**config.mk**
```make
export PLATFORM = sky130hd
export DESIGN_NAME = serial_fullsubtractor_flat
export DESIGN_NICKNAME = d
export VERILOG_FILES = /design/src/rtl/serial_fullsubtractor_if.sv /design/src/rtl/serial_fullsubtractor.sv /design/src/flat_wrapper.sv
export SDC_FILE = /design/constraint.sdc
export NUM_CORES = 1
export LEC_CHECK = 0
export CELL_PAD_IN_SITES_DETAIL_PLACEMENT = 0
export CELL_PAD_IN_SITES_GLOBAL_PLACEMENT = 2
export CORE_MARGIN = 2
export CORE_UTILIZATION = 30
export CTS_CLUSTER_SIZE = 16
export DETAILED_ROUTE_END_ITERATION = 12
export PLACE_DENSITY = 0.78
export SLEW_MARGIN = 20
export SYNTH_ARGS = -nofsm -noshare
export SYNTH_HDL_FRONTEND = slang
export SYNTH_SLANG_ARGS = --single-unit
```
**constraint.sdc**
```tcl
create_clock -name clk -period 1.35 [get_ports clk]
set_clock_uncertainty 0.05 [all_clocks]
set_input_delay 0.27 -clock clk [delete_from_list [all_inputs] [get_ports clk]]
set_output_delay 0.27 -clock clk [all_outputs]
set_load 0.1 [all_outputs]
```
**src/rtl/serial_fullsubtractor_if.sv**
```systemverilog
// Start/done handshake bundle between a sequencing controller and the bit-serial subtractor.
// The controller drives operands and start; the subtractor returns status and the result.
interface serial_fullsubtractor_if #(
    parameter int WIDTH = 4
);
    logic             start;
    logic [WIDTH-1:0] a;
    logic [WIDTH-1:0] b;
    logic             busy;
    logic             done;
    logic [WIDTH-1:0] diff;
    logic             borrow_out;

    modport master (
        output start,
        output a,
        output b,
        input  busy,
        input  done,
        input  diff,
        input  borrow_out
    );

    modport slave (
        input  start,
        input  a,
        input  b,
        output busy,
        output done,
        output diff,
        output borrow_out
    );
endinterface

```
**src/rtl/serial_fullsubtractor.sv**
```systemverilog
// Bit-serial unsigned subtractor (diff = a - b), LSB first, one full-subtractor cell plus a borrow flop.
// state | meaning
// IDLE  | waiting for start; operands are latched when start is seen
// SHIFT | one bit per clock through the full-subtractor cell, WIDTH cycles
// DONE  | publish diff/borrow_out and pulse done, then back to IDLE
module serial_fullsubtractor #(
    parameter int WIDTH = 4
) (
    input  logic                  clk,
    input  logic                  rst,
    serial_fullsubtractor_if.slave bus
);
    localparam int CW = $clog2(WIDTH);
    localparam logic [CW-1:0] LAST = CW'(WIDTH - 1);

    typedef enum logic [1:0] {
        IDLE  = 2'd0,
        SHIFT = 2'd1,
        DONE  = 2'd2
    } state_t;

    state_t           state;
    logic [WIDTH-1:0] sa;
    logic [WIDTH-1:0] sb;
    logic [WIDTH-1:0] res;
    logic             br;
    logic [CW-1:0]    cnt;
    logic             cell_d;
    logic             cell_b;

    // Returns {borrow, difference} of x - y.
    function automatic logic [1:0] half_sub(input logic x, input logic y);
        return {~x & y, x ^ y};
    endfunction

    // Two cascaded half-subtractors; either stage borrowing means the bit borrows.
    function automatic logic [1:0] full_sub(input logic x, input logic y, input logic bin);
        logic [1:0] h1;
        logic [1:0] h2;
        h1 = half_sub(x, y);
        h2 = half_sub(h1[0], bin);
        return {h1[1] | h2[1], h2[0]};
    endfunction

    assign {cell_b, cell_d} = full_sub(sa[0], sb[0], br);

    always_ff @(posedge clk) begin
        if (rst) begin
            state          <= IDLE;
            sa             <= '0;
            sb             <= '0;
            res            <= '0;
            br             <= 1'b0;
            cnt            <= '0;
            bus.busy       <= 1'b0;
            bus.done       <= 1'b0;
            bus.diff       <= '0;
            bus.borrow_out <= 1'b0;
        end else begin
            bus.done <= 1'b0;
            case (state)
                IDLE: begin
                    if (bus.start) begin
                        sa       <= bus.a;
                        sb       <= bus.b;
                        res      <= '0;
                        br       <= 1'b0;
                        cnt      <= '0;
                        bus.busy <= 1'b1;
                        state    <= SHIFT;
                    end
                end
                SHIFT: begin
                    // LSB-first bits enter at the MSB so they land in place after WIDTH shifts.
                    res <= {cell_d, res[WIDTH-1:1]};
                    sa  <= sa >> 1;
                    sb  <= sb >> 1;
                    br  <= cell_b;
                    cnt <= cnt + 1'b1;
                    if (cnt == LAST) begin
                        state <= DONE;
                    end
                end
                DONE: begin
                    bus.diff       <= res;
                    bus.borrow_out <= br;
                    bus.done       <= 1'b1;
                    bus.busy       <= 1'b0;
                    state          <= IDLE;
                end
                default: begin
                    bus.busy <= 1'b0;
                    state    <= IDLE;
                end
            endcase
        end
    end
endmodule
```
**src/flat_wrapper.sv**
```systemverilog
// flat-port wrapper written by rule: the top's interface ports become plain ports
module serial_fullsubtractor_flat 
#(
    parameter int WIDTH = 4
)
  (clk, rst, bus_start, bus_a, bus_b, bus_busy, bus_done, bus_diff, bus_borrow_out);
  serial_fullsubtractor_if #(.WIDTH(WIDTH)) bus_i ();
  input  logic clk;
  input  logic rst;
  input wire logic [$bits(bus_i.start)-1:0] bus_start;
  input wire logic [$bits(bus_i.a)-1:0] bus_a;
  input wire logic [$bits(bus_i.b)-1:0] bus_b;
  output wire logic [$bits(bus_i.busy)-1:0] bus_busy;
  output wire logic [$bits(bus_i.done)-1:0] bus_done;
  output wire logic [$bits(bus_i.diff)-1:0] bus_diff;
  output wire logic [$bits(bus_i.borrow_out)-1:0] bus_borrow_out;
  assign bus_i.start = bus_start;
  assign bus_i.a = bus_a;
  assign bus_i.b = bus_b;
  assign bus_busy = bus_i.busy;
  assign bus_done = bus_i.done;
  assign bus_diff = bus_i.diff;
  assign bus_borrow_out = bus_i.borrow_out;
  serial_fullsubtractor #(.WIDTH(WIDTH)) u_core (.clk(clk), .rst(rst), .bus(bus_i));
endmodule
```
After elaboration in Yosys (flattened, before gate mapping)
Index checks and enable logic that the tools add are counted.
Storage, ports and cells
  bits in registers: 24
  bits in latches: 0
  memory bits (writable): 0
  ROM bits: 0
  input bits: 11
  output and inout port bits: 7
  memories kept: 0
Operators by class
  add/sub/neg operators: 1
  $mul: 0
  div/mod/pow operators: 0
  order comparisons: 0
  equal/unequal tests: 5
  shifts and indexed selects: 0
  mux-type cells: 16
  bitwise logic cells: 8
  reductions and logical operators: 5
Operator list (count)
  one-hot mux 4 bit (2 select lines): 3
  2-to-1 mux 4 bit: 3
  one-hot mux 2 bit (2 select lines): 2
  2-to-1 mux 2 bit: 3
  AND reduction 2 bit: 3
  == test 2 bit, second input constant: 2
  one-hot mux 1 bit (2 select lines): 2
  2-to-1 mux 1 bit: 3
  NOT 1 bit: 3
  adder 2 x 1 -> 2 bit, second input constant: 1
  bitwise AND 1 bit: 2
  == test 2 x 1 -> 1 bit, second input constant: 1
  zero test 2 bit: 1
  inequality test 2 x 1 -> 1 bit, second input constant: 1
  inequality test 2 bit, second input constant: 1
  nonzero test 2 bit: 1
  XOR 1 bit: 2
  bitwise OR 1 bit: 1

Longest topological paths before layout
  depth in word-level cells: 5
  mapped depth: 4
  depth with buffers taken out: 4

Worst setup path after synthesis
Ideal clock, no wire load.
  kind: flip-flop to flip-flop
  start point: reg u_core.bus.borrow_out (netlist name)
  end point: reg u_core.bus.borrow_out
  data arrival time: 1172 ps
  data required time: 1229 ps
  slack: 58 ps
  stages on the path, launching flop included: 3
  buffers on the path: 0
  clock period less this slack: 1292 ps
  cells stage by stage: dfxtp_1 > nand2_1 > a21oi_1
RTL lines
  to (signal assigned): line serial_fullsubtractor.sv:86  | bus.borrow_out <= br;
  to (decl): line serial_fullsubtractor_if.sv:31  | output borrow_out

Worst setup path in the final report
  start point: reg u_core.br
  end point: reg u_core.res[3]
Between the ends
  word-level cells in the longest chain between the ends: 2
RTL lines
  from (decl): line serial_fullsubtractor.sv:26  | logic br;
  from (signal assigned): line serial_fullsubtractor.sv:78  | br <= cell_b;
  XOR 1 bit: line serial_fullsubtractor.sv:33  | return {~x & y, x ^ y};
  one-hot mux 4 bit (2 select lines): line serial_fullsubtractor.sv:61  | case (state)
  to (signal assigned): line serial_fullsubtractor.sv:75  | res <= {cell_d, res[WIDTH-1:1]};
  to (decl): line serial_fullsubtractor.sv:25  | logic [WIDTH-1:0] res;
No other way between the ends.
A chain may end at the register's enable or synchronous reset.

==> results.sh <==
export IMPL_synth_net_count=113
export IMPL_clock_tree_from_tritoncts="done"
export IMPL_layout_drive_gt1_share=0.200
export IMPL_die_h_um=60.3
export IMPL_synth_enable_flop_cells=0
export IMPL_num_vias=764
export IMPL_clock_root_buffer="clkbuf_4"
export IMPL_worst_path_largest_cell_delay_ns=0.55
export IMPL_netlist_cell_type_count=24
export IMPL_cts_inserted_buffers=3
export IMPL_reg2reg_from="u_core.br"
export IMPL_timing_final_hold_violations=0
export IMPL_critical_path_peak_fanout=3
export IMPL_reg_power_frac=0.606
export IMPL_timing_setup_tns_ns=0
export IMPL_clk_path_buf_depth=2
export IMPL_clkLatencyLatePin_ns=0.31
export IMPL_m3_gr_usage=0.0341
export IMPL_ff_latch_area_um2=482
export IMPL_wl_mm=1.85
export IMPL_drc_errors=0
export IMPL_finalCritPeriodShare=0.945
export IMPL_grt_max_degree=13
export IMPL_placed_cells_incl_taps=166
export IMPL_path_buf_inv=0
export IMPL_dr_pass1_iters=4
export IMPL_netlist_top_cells_area="dfxtp_1 (50%), nor2_1 (7.5%), a22oi_1 (5.5%), mux2i_1 (4.2%), nand2_1 (3.9%)"
export IMPL_cp_depth=3
export IMPL_met1_usage=0.143
export IMPL_gp_congestion=0.731
export IMPL_timing_final_setup_violations=0
export IMPL_max_slew_worst_pin_slew_ns=0.322
export IMPL_synth_cells=100
export IMPL_grt_setup_unrepaired="no"
export IMPL_clk_transition_reported_paths_ns=0.13
export IMPL_worst_endpoint_arrival_ns=1.44
export IMPL_predominant_post_synthesis_flop_cell="dfxtp_1"
export IMPL_cell_depth_of_the_worst_min_delay_path=2
export IMPL_crit_reg2reg_capture="u_core.res[3]"
export IMPL_cts_resized_gates=0
export IMPL_clock_sinks=24
export IMPL_synth_seq_area_share=0.505
export IMPL_result_of_the_run="completed"
export IMPL_finalNonFillerCells=169
export IMPL_design_final_nets=140
export IMPL_worst_setup_path_end_kind="flip-flop"
export IMPL_critPathCapture="u_core.res[3]"
export IMPL_first_iter_violations=21
export IMPL_slew_viol_final=0
export IMPL_power_switching_uw=316
export IMPL_post_cts_repair_setup_buffers=0
export IMPL_worstSetupPathType="reg2reg"
export IMPL_route_detailed_vias_per_inst=4.52
export IMPL_clockPowerShare=0.244
export IMPL_first_global_vias=742
export IMPL_synth_area_um2=952
export IMPL_syn_area_per_cell_um2=9.52
export IMPL_p_leak_uw=0.000501
export IMPL_grt_pass1_wl_mm=3.26
export IMPL_critical_path_cell_chain="fa_1 > a2bb2oi_1 > nor2_1"
export IMPL_total_power_uw=1260
export IMPL_async_flop_share=0
export IMPL_post_cts_hold_buffer_count=0
export IMPL_commonest_non_fill_non_tap_cell_in_the_layout="dfxtp_1"
export IMPL_synth_seq_cells=24
export IMPL_yosysTopAreaCell="dfxtp_1"
export IMPL_use_met2=0.200
export IMPL_count_of_antenna_violating_nets_left_after_detailed_routing=0
export IMPL_critical_path_slowest_cell="fa_1"
export IMPL_share_of_the_synthesized_area_in_the_top_cell_type=0.505
export IMPL_io_pins=18
export IMPL_all_layer_gr_usage=0.120
export IMPL_slew_headroom=0.783
export IMPL_numPortBuffers=17
export IMPL_power_ir_vdd_worst_mv=0.367
export IMPL_finalCriticalPeriod_ns=1.28
export IMPL_worst_setup_path_start_kind="flip-flop"
export IMPL_h_tree_levels=1
export IMPL_path_class_of_the_lowest_slack_min_delay_path="reg2reg"
export IMPL_grt_remaining_overflow=0
export IMPL_swShare=0.251
export IMPL_fill_cells=313
export IMPL_rr_worst_depth=3
export IMPL_placementRows=20
export IMPL_initial_antenna_violation_count=0
export IMPL_powerDensity_mw_per_mm2=961
export IMPL_yosysWarnings=0
export IMPL_grt_busiest_layer="met2"
export IMPL_hpwlAfterDp_mm=1.42
export IMPL_r2r_slack_ns=0.07
export IMPL_die_area_mm2=0.00364
export IMPL_required_ns=1.51
export IMPL_max_cap_violations=0
export IMPL_insertedDiodeCount=0
export IMPL_cell_internal_pwr_uw=944
export IMPL_route_detailed_wl_per_inst_um=11.0
export IMPL_area_growth_pct=37.7
export IMPL_multi_input_area_um2=429
export IMPL_highest_count_cells_in_the_layout_ignoring_fill_and_taps="dfxtp_1 (23), nor2_1 (19), nand2_1 (10), clkdlybuf4s50_1 (10), buf_4 (10)"
export IMPL_power_combinational_fraction=0.150
export IMPL_cell_family_contributing_the_most_delay_on_the_critical_path="adder cells"
export IMPL_critPathLaunch="u_core.br"
export IMPL_fmax_ghz=0.784
export IMPL_initial_core_util=0.314
export IMPL_design_core_area_mm2=0.00303
export IMPL_die_x_um=60.3
Yosys cell counts (2+ instances only):
library cell  count
inv_1             2
nor3_1            2
mux2i_1           4
a211oi_1          3
nor2_1           19
nor4b_1           3
a22oi_1           7
nor4_1            3
clkbuf_1          2
dfxtp_1          24
a21oi_1           6
nor3b_1           2
buf_6             2
nand2_1          10
nand2b_1          2
sequential cells by signal, indices dropped and copies added, names as in the netlist:
register               count
u_core.bus.diff            4
u_core.res                 4
u_core.sa                  4
u_core.sb                  4
u_core.cnt                 2
u_core.state               2
u_core.br                  1
u_core.bus.borrow_out      1
u_core.bus.busy            1
u_core.bus.done            1
stage by stage:
step	area [um^2]	worst slack, ns	hold slack, ns	util
final	1310	0.0746	0.425	0.433
after global routing	1310	0.0180	0.457	0.433
after CTS	1310	0.0623	0.431	0.433
after floorplan	952	0.0575	0.298	-
after global placement	1290	-0.181	0.404	0.425
after detailed placement	1290	-0.198	0.414	0.425
how the worst min path moves through the flow:
stage,end,slack [ns],from
floorplan,u_core.sb[0],0.30,rst
global placement,u_core.bus.diff[0],0.40,u_core.res[0]
detailed placement,u_core.bus.diff[0],0.41,u_core.res[0]
CTS,u_core.bus.diff[0],0.43,u_core.res[0]
global route,u_core.bus.diff[1],0.46,u_core.res[1]
finish,u_core.bus.diff[3],0.43,u_core.res[3]
worst reg2reg max path, stage by stage (launching register included):
cell and delay, ns:
dfxtp_1 0.37, fa_1 0.55, a2bb2oi_1 0.16, nor2_1 0.05
power groups by stage:
stage | combinational, uW | clock (uW) | sequential [uW]
floorplan | 98.6 | 0 | 788
CTS | 192 | 326 | 764
detailed placement | 191 | 0 | 780
finish | 189 | 308 | 763
global placement | 189 | 0 | 779
global route | 209 | 350 | 770
per-layer routing:
layer / part of all wire / vias to the layer above / wire, um
met3: 0.045 / 2 / 83
met4: 0.0070 / 0 / 13
li1: - / 402 / -
met5: 0 / - / 0
met1: 0.48 / 343 / 889
met2: 0.47 / 17 / 865
cells by family after synthesis:
kind of cell,after synthesis,synth area share
compound gates,20,0.158
mux,4,0.0421
buf+inv,7,0.0447
fa+ha+maj,2,0.0342
simple gates,43,0.217
flops,24,0.505
area by class of cell:
type	count	area share
sequential	24	0.367
multi-input combinational	69	0.327
timing repair buffer	27	0.240
tap	44	0.0420
clock buffer	3	0.0172
inverter	2	0.00573
(Power assumes the default switching activity.)
